<file path="src/rtl/mem_access_stage_pkg.sv">
// Shared pipeline definitions for the memory-access stage: FSM encoding,
// default access timeout and the captured-operation / writeback records.
package mem_access_stage_pkg;

  typedef enum logic [1:0] {
    IDLE = 2'd0,
    REQ  = 2'd1,
    RESP = 2'd2
  } mem_state_t;

  localparam int unsigned WAIT_LIMIT_DEFAULT = 15;
  localparam int unsigned WAIT_CNT_W         = 4;

  typedef struct packed {
    logic        we;
    logic        reg_write;
    logic        mem_to_reg;
    logic [4:0]  rd;
    logic [31:0] addr;
    logic [31:0] wdata;
  } mem_op_t;

  typedef struct packed {
    logic        reg_write;
    logic        mem_to_reg;
    logic [31:0] alu_result;
    logic [4:0]  rd;
  } wb_ctl_t;

endpackage

</file>
<file path="src/rtl/mem_access_stage_mem_wb.sv">
// MEM/WB pipeline register; read data only updates when a load completes.
module mem_wb_register
  import mem_access_stage_pkg::*;
(
  input  logic        clk,
  input  logic        reset,
  input  wb_ctl_t     wb_nxt,
  input  logic        rdata_we,
  input  logic [31:0] rdata_nxt,
  output logic        RegWrite_out,
  output logic        MemToReg_out,
  output logic [31:0] read_data_out,
  output logic [31:0] alu_result_out,
  output logic [4:0]  rd_out
);

  wb_ctl_t     wb_d, wb_q;
  logic [31:0] rdata_d, rdata_q;

  always_comb begin
    wb_d    = wb_nxt;
    rdata_d = rdata_q;
    if (rdata_we) rdata_d = rdata_nxt;
  end

  always_ff @(posedge clk) begin
    if (reset) begin
      wb_q    <= '0;
      rdata_q <= '0;
    end else begin
      wb_q    <= wb_d;
      rdata_q <= rdata_d;
    end
  end

  assign RegWrite_out   = wb_q.reg_write;
  assign MemToReg_out   = wb_q.mem_to_reg;
  assign alu_result_out = wb_q.alu_result;
  assign rd_out         = wb_q.rd;
  assign read_data_out  = rdata_q;

endmodule

</file>
<file path="src/rtl/mem_access_stage.sv">
// Memory-access pipeline stage: captures a load/store, runs the data-memory
// handshake with timeout, resolves branches and feeds the MEM/WB register.
module mem_access_stage
  import mem_access_stage_pkg::*;
#(
  parameter int unsigned WAIT_LIMIT = WAIT_LIMIT_DEFAULT
) (
  input  logic        clk,
  input  logic        reset,
  input  logic        RegWrite_in,
  input  logic        MemToReg_in,
  input  logic        MemRead_in,
  input  logic        MemWrite_in,
  input  logic        Branch_in,
  input  logic        Jump_in,
  input  logic        zero_in,
  input  logic [31:0] branch_target_in,
  input  logic [31:0] alu_result_in,
  input  logic [31:0] write_data_in,
  input  logic [4:0]  rd_in,
  output logic        dmem_req,
  output logic        dmem_we,
  output logic [31:0] dmem_addr,
  output logic [31:0] dmem_wdata,
  input  logic        dmem_gnt,
  input  logic        dmem_rvalid,
  input  logic [31:0] dmem_rdata,
  output logic        pc_src,
  output logic [31:0] pc_target,
  output logic        flush,
  output logic        stall,
  output logic        bus_error,
  output logic        RegWrite_out,
  output logic        MemToReg_out,
  output logic [31:0] read_data_out,
  output logic [31:0] alu_result_out,
  output logic [4:0]  rd_out
);

  localparam logic [WAIT_CNT_W-1:0] LIMIT = WAIT_CNT_W'(WAIT_LIMIT);

  mem_state_t            state_d, state_q;
  logic [WAIT_CNT_W-1:0] cnt_d, cnt_q;
  mem_op_t               op_d, op_q;
  wb_ctl_t               wb_nxt, wb_cap;
  logic                  rdata_we;
  logic                  lim_hit;

  assign lim_hit = (cnt_q == LIMIT);
  assign wb_cap  = '{reg_write: op_q.reg_write, mem_to_reg: op_q.mem_to_reg,
                     alu_result: op_q.addr, rd: op_q.rd};

  always_comb begin
    state_d    = state_q;
    cnt_d      = cnt_q;
    op_d       = op_q;
    dmem_req   = 1'b0;
    dmem_we    = 1'b0;
    dmem_addr  = op_q.addr;
    dmem_wdata = op_q.wdata;
    stall      = 1'b0;
    bus_error  = 1'b0;
    pc_src     = 1'b0;
    rdata_we   = 1'b0;
    wb_nxt     = '{reg_write: RegWrite_in, mem_to_reg: MemToReg_in,
                   alu_result: alu_result_in, rd: rd_in};
    case (state_q)
      IDLE: begin
        pc_src = (Branch_in & zero_in) | Jump_in;
        if (MemRead_in | MemWrite_in) begin
          op_d    = '{we: MemWrite_in, reg_write: RegWrite_in, mem_to_reg: MemToReg_in,
                      rd: rd_in, addr: alu_result_in, wdata: write_data_in};
          cnt_d   = '0;
          state_d = REQ;
          stall   = 1'b1;
          wb_nxt  = '0;
        end
      end
      REQ: begin
        // Request is withdrawn in the limit cycle, so a late grant there cannot complete.
        dmem_req = !lim_hit;
        dmem_we  = dmem_req & op_q.we;
        cnt_d    = cnt_q + 1'b1;
        wb_nxt   = '0;
        if (dmem_req && dmem_gnt) begin
          if (op_q.we) begin
            state_d = IDLE;
            wb_nxt  = wb_cap;
          end else begin
            state_d = RESP;
            stall   = 1'b1;
          end
        end else if (lim_hit) begin
          bus_error = 1'b1;
          state_d   = IDLE;
        end else begin
          stall = 1'b1;
        end
      end
      RESP: begin
        cnt_d  = cnt_q + 1'b1;
        wb_nxt = '0;
        if (dmem_rvalid) begin
          state_d  = IDLE;
          wb_nxt   = wb_cap;
          rdata_we = 1'b1;
        end else if (lim_hit) begin
          bus_error = 1'b1;
          state_d   = IDLE;
        end else begin
          stall = 1'b1;
        end
      end
      default: state_d = IDLE;
    endcase
  end

  always_ff @(posedge clk) begin
    if (reset) begin
      state_q <= IDLE;
      cnt_q   <= '0;
      op_q    <= '0;
    end else begin
      state_q <= state_d;
      cnt_q   <= cnt_d;
      op_q    <= op_d;
    end
  end

  assign flush     = pc_src;
  assign pc_target = branch_target_in;

  mem_wb_register u_mem_wb (
    .clk            (clk),
    .reset          (reset),
    .wb_nxt         (wb_nxt),
    .rdata_we       (rdata_we),
    .rdata_nxt      (dmem_rdata),
    .RegWrite_out   (RegWrite_out),
    .MemToReg_out   (MemToReg_out),
    .read_data_out  (read_data_out),
    .alu_result_out (alu_result_out),
    .rd_out         (rd_out)
  );

endmodule

</file>
<file path="config.mk">
export PLATFORM = sky130hd
export DESIGN_NAME = mem_access_stage
export DESIGN_NICKNAME = d
export VERILOG_FILES = /design/src/rtl/mem_access_stage_pkg.sv /design/src/rtl/mem_access_stage_mem_wb.sv /design/src/rtl/mem_access_stage.sv
export SDC_FILE = /design/constraint.sdc
export NUM_CORES = 1
export LEC_CHECK = 0
export BUFFER_PORTS_ARGS = -buffer_cell sky130_fd_sc_hd__buf_4
export CORE_MARGIN = 5
export CORE_UTILIZATION = 49
export DETAILED_ROUTE_END_ITERATION = 8
export PLACE_DENSITY = 0.86
export RECOVER_POWER = 25
export SLEW_MARGIN = 20
export SYNTH_ARGS = -nofsm -noshare
export SYNTH_HDL_FRONTEND = slang
export SYNTH_HIERARCHICAL = 1
export SYNTH_SLANG_ARGS = --single-unit
</file>
<file path="constraint.sdc">
create_clock -name clk -period 3.7 [get_ports clk]
set_input_delay 0.37 -clock clk [delete_from_list [all_inputs] [get_ports clk]]
set_output_delay 0.37 -clock clk [all_outputs]
set_load 0.005 [all_outputs]
</file>
==> flow_summary.json <==
{
  "min_to": "u_mem_wb/read_data_out[21]$_SDFFE_PP0P_",
  "ff2ff_setup_slack_ns": 1.36,
  "fp-row-count": 41,
  "r2r_end": "u_mem_wb/alu_result_out[27]$_SDFF_PP0_",
  "antenna_cells": 0,
  "drt-initial-drc-count": 387,
  "finalClockSkew_ns": 0.005663,
  "yosysWarnings": 6,
  "criticalPathCategory": "reg2out",
  "firstDrtPassIters": 4,
  "clk_pin_slew_ns": 0.06,
  "num_vias": 5040,
  "min_delay_path_depth": 3,
  "multi_input_area_um2": 2283,
  "synth_area_leaders": "dfxtp_1 (48%), buf_4 (12%), nand2_1 (8.8%)",
  "vias_per_cell": 4.936,
  "required_ns": 3.33,
  "hold_violations": 0,
  "synth_cell_types": 34,
  "hold_path.startpoint": "dmem_rdata[21]",
  "wl_um": 15730,
  "track_usage": 0.2000,
  "wl_per_cell_um": 15.40,
  "grt_pass1_vias": 4827,
  "ant_nets": 0,
  "die_area_um2": 15170,
  "antenna_found_initial": 0,
  "synth_nets": 853,
  "ys_seq_elements": 149,
  "ir_worst_vdd_mv": 0.2175,
  "start_kind": "flop",
  "placed_area_um2": 7457,
  "synth.largest_area_cell": "dfxtp_1",
  "hold_class": "in2reg",
  "core_um2": 12570,
  "synth_top_area_frac": 0.4753,
  "cts_hold_buf": 0,
  "yosysSeqAreaShare": 0.4753,
  "fillers": 1051,
  "hpwl_um": 10890,
  "timing.rr.start": "state_q[1]$_SDFFE_PP0P_",
  "async_flop_share": 0,
  "synth_flop_cell": "dfxtp_1",
  "portBuffers": 252,
  "grt_overflow": 0,
  "die_w_um": 123.2,
  "grt_pass1_wl_um": 23720,
  "tritoncts": "yes",
  "final-seq-area_um2": 2983,
  "reg2reg_depth": 6,
  "clock-sinks": 149,
  "post-route-period-util": 0.6356,
  "cts_buffers": 17,
  "synth.most_common_cell": "dfxtp_1",
  "worst_pin_slew_ns": 0.9776,
  "grt_start_max_net_pins": 85,
  "cts_resized": 0,
  "max-cap-violations": 0,
  "netlist_area_um2": 6276,
  "start_util": 0.4994,
  "cts_max_path_buffers": 2,
  "drv_slew": 0,
  "stdcell_area_um2": 7980,
  "final.setup.tns_ns": 0,
  "finalSetupViolCount": 0,
  "leakage_uw": 0.003543,
  "clock_latency_ns": 0.41,
  "fin_nets": 988,
  "post-route-min-period_ns": 2.352,
  "cts-root-buf": "clkbuf_16",
  "drc": 0,
  "max_freq_mhz": 425.2,
  "synth_edf_count": 0,
  "drive_above_1_share": 0.3310,
  "place_ws_ns": 1.449,
  "slew_headroom": 0.3467,
  "setup_ws_ns": 1.348,
  "path_max_fanout": 36,
  "power_density_nw_per_um2": 504.3,
  "cts_setup_buffers": 0,
  "die_height_um": 123.2,
  "cp-end-kind": "primary output",
  "syn_inst": 704,
  "status": "finished, final reports clean",
  "cp.arrival_ns": 1.98,
  "ctsHtreeMaxLevel": 4,
  "syn_area_per_cell_um2": 8.915,
  "fin_util": 0.6349,
  "rsz0062_at_grt": "false",
  "synth_common_cells": "dfxtp_1 (149), nand2_1 (147), buf_4 (100), a21oi_1 (79), nor2b_1 (41)",
  "io_pins": 317,
  "syn2layout_area_growth_pct": 27.15,
  "power_uw": 4024,
  "globalplace.congestion": 0.7963
}
## worst max path at each step
stage               depth (start not counted)                                      to                     from  slack, ns
floorplan                                   8  u_mem_wb/alu_result_out[25]$_SDFF_PP0_  state_q[0]$_SDFFE_PP0P_       1.95
global placement                            6  u_mem_wb/alu_result_out[31]$_SDFF_PP0_  state_q[0]$_SDFFE_PP0P_       1.56
detailed placement                          6  u_mem_wb/alu_result_out[18]$_SDFF_PP0_  state_q[0]$_SDFFE_PP0P_       1.45
CTS                                         6                                   stall  state_q[1]$_SDFFE_PP0P_       1.34
global route                                6  u_mem_wb/alu_result_out[27]$_SDFF_PP0_  state_q[1]$_SDFFE_PP0P_       1.16
finish                                      6                                   stall  state_q[1]$_SDFFE_PP0P_       1.35
## per-stage QoR
stage	cells	hold WS, ns
final	1021	0.1914
after global routing	1021	0.1817
after CTS	1021	0.1739
after detailed placement	992	0.4468
after global placement	992	0.4419
after floorplan	704	0.4366
## power by group
| part | total (µW) | leakage (µW) | switching [µW] | internal [µW] |
|---|---|---|---|---|
| Clock | 1680 | 0.000287 | 626 | 1060 |
| Combinational | 578 | 0.00204 | 290 | 288 |
| Sequential | 1760 | 0.00122 | 58.0 | 1700 |
## area by class of cell
cell class | count | area share
sequential | 149 | 0.3738
multi-input combinational | 406 | 0.2861
timing repair buffer | 258 | 0.2377
clock buffer | 18 | 0.05503
tap | 172 | 0.02697
clock inverter | 11 | 0.01709
inverter | 7 | 0.003293
## critical path, stage by stage (launching register included)
cell and delay [ns]:
dfxtp_1 0.40, inv_1 0.10, ha_1 0.29, o21ai_4 0.09
buf_4 0.39, a21oi_1 0.13, buf_4 0.16
## registers in the layout, indices dropped and copies added (netlist names)
signal and cells:
dmem_addr 32, dmem_wdata 32, u_mem_wb/alu_result_out 32, u_mem_wb/read_data_out 32, op_q 8, u_mem_wb/rd_out 5, cnt_q 4, state_q 2
u_mem_wb/MemToReg_out 1, u_mem_wb/RegWrite_out 1
## cells in the final DEF, fill, tap and decap left out, types with 2 or more instances in the layout
cell / instances
a21oi_1: 79
buf_4: 209
mux2i_1: 32
or3_1: 2
nor2b_1: 41
nand2_1: 147
nand3b_1: 2
clkbuf_4: 34
ha_1: 5
clkbuf_1: 14
a22o_1: 39
bufinv_16: 3
clkbuf_16: 17
nor2_1: 36
clkinv_2: 6
inv_1: 7
o21ai_0: 3
dfxtp_1: 149
o32ai_1: 2
## kinds of logic (layout without fill, tap and decap cells)
group / after synthesis / in the layout / synth area share
fa+ha+maj: 5 / 5 / 0.009968
flops: 149 / 149 / 0.4753
compound gates: 131 / 131 / 0.1342
buf+inv: 149 / 294 / 0.1637
mux: 32 / 32 / 0.05104
simple gates: 238 / 238 / 0.1659
## per-layer routing
layer  vias to the layer above  routed length (µm)  global-route usage  part of all wire
li1                       2480                   -                   -                 -
met1                      2292                5894              0.2153              0.37
met2                       233                7943              0.3524              0.51
met3                        35                1544             0.07365             0.098
met4                         0                 343             0.08374             0.022
met5                         -                   0                   0                 0
(Power assumes the default switching activity.)
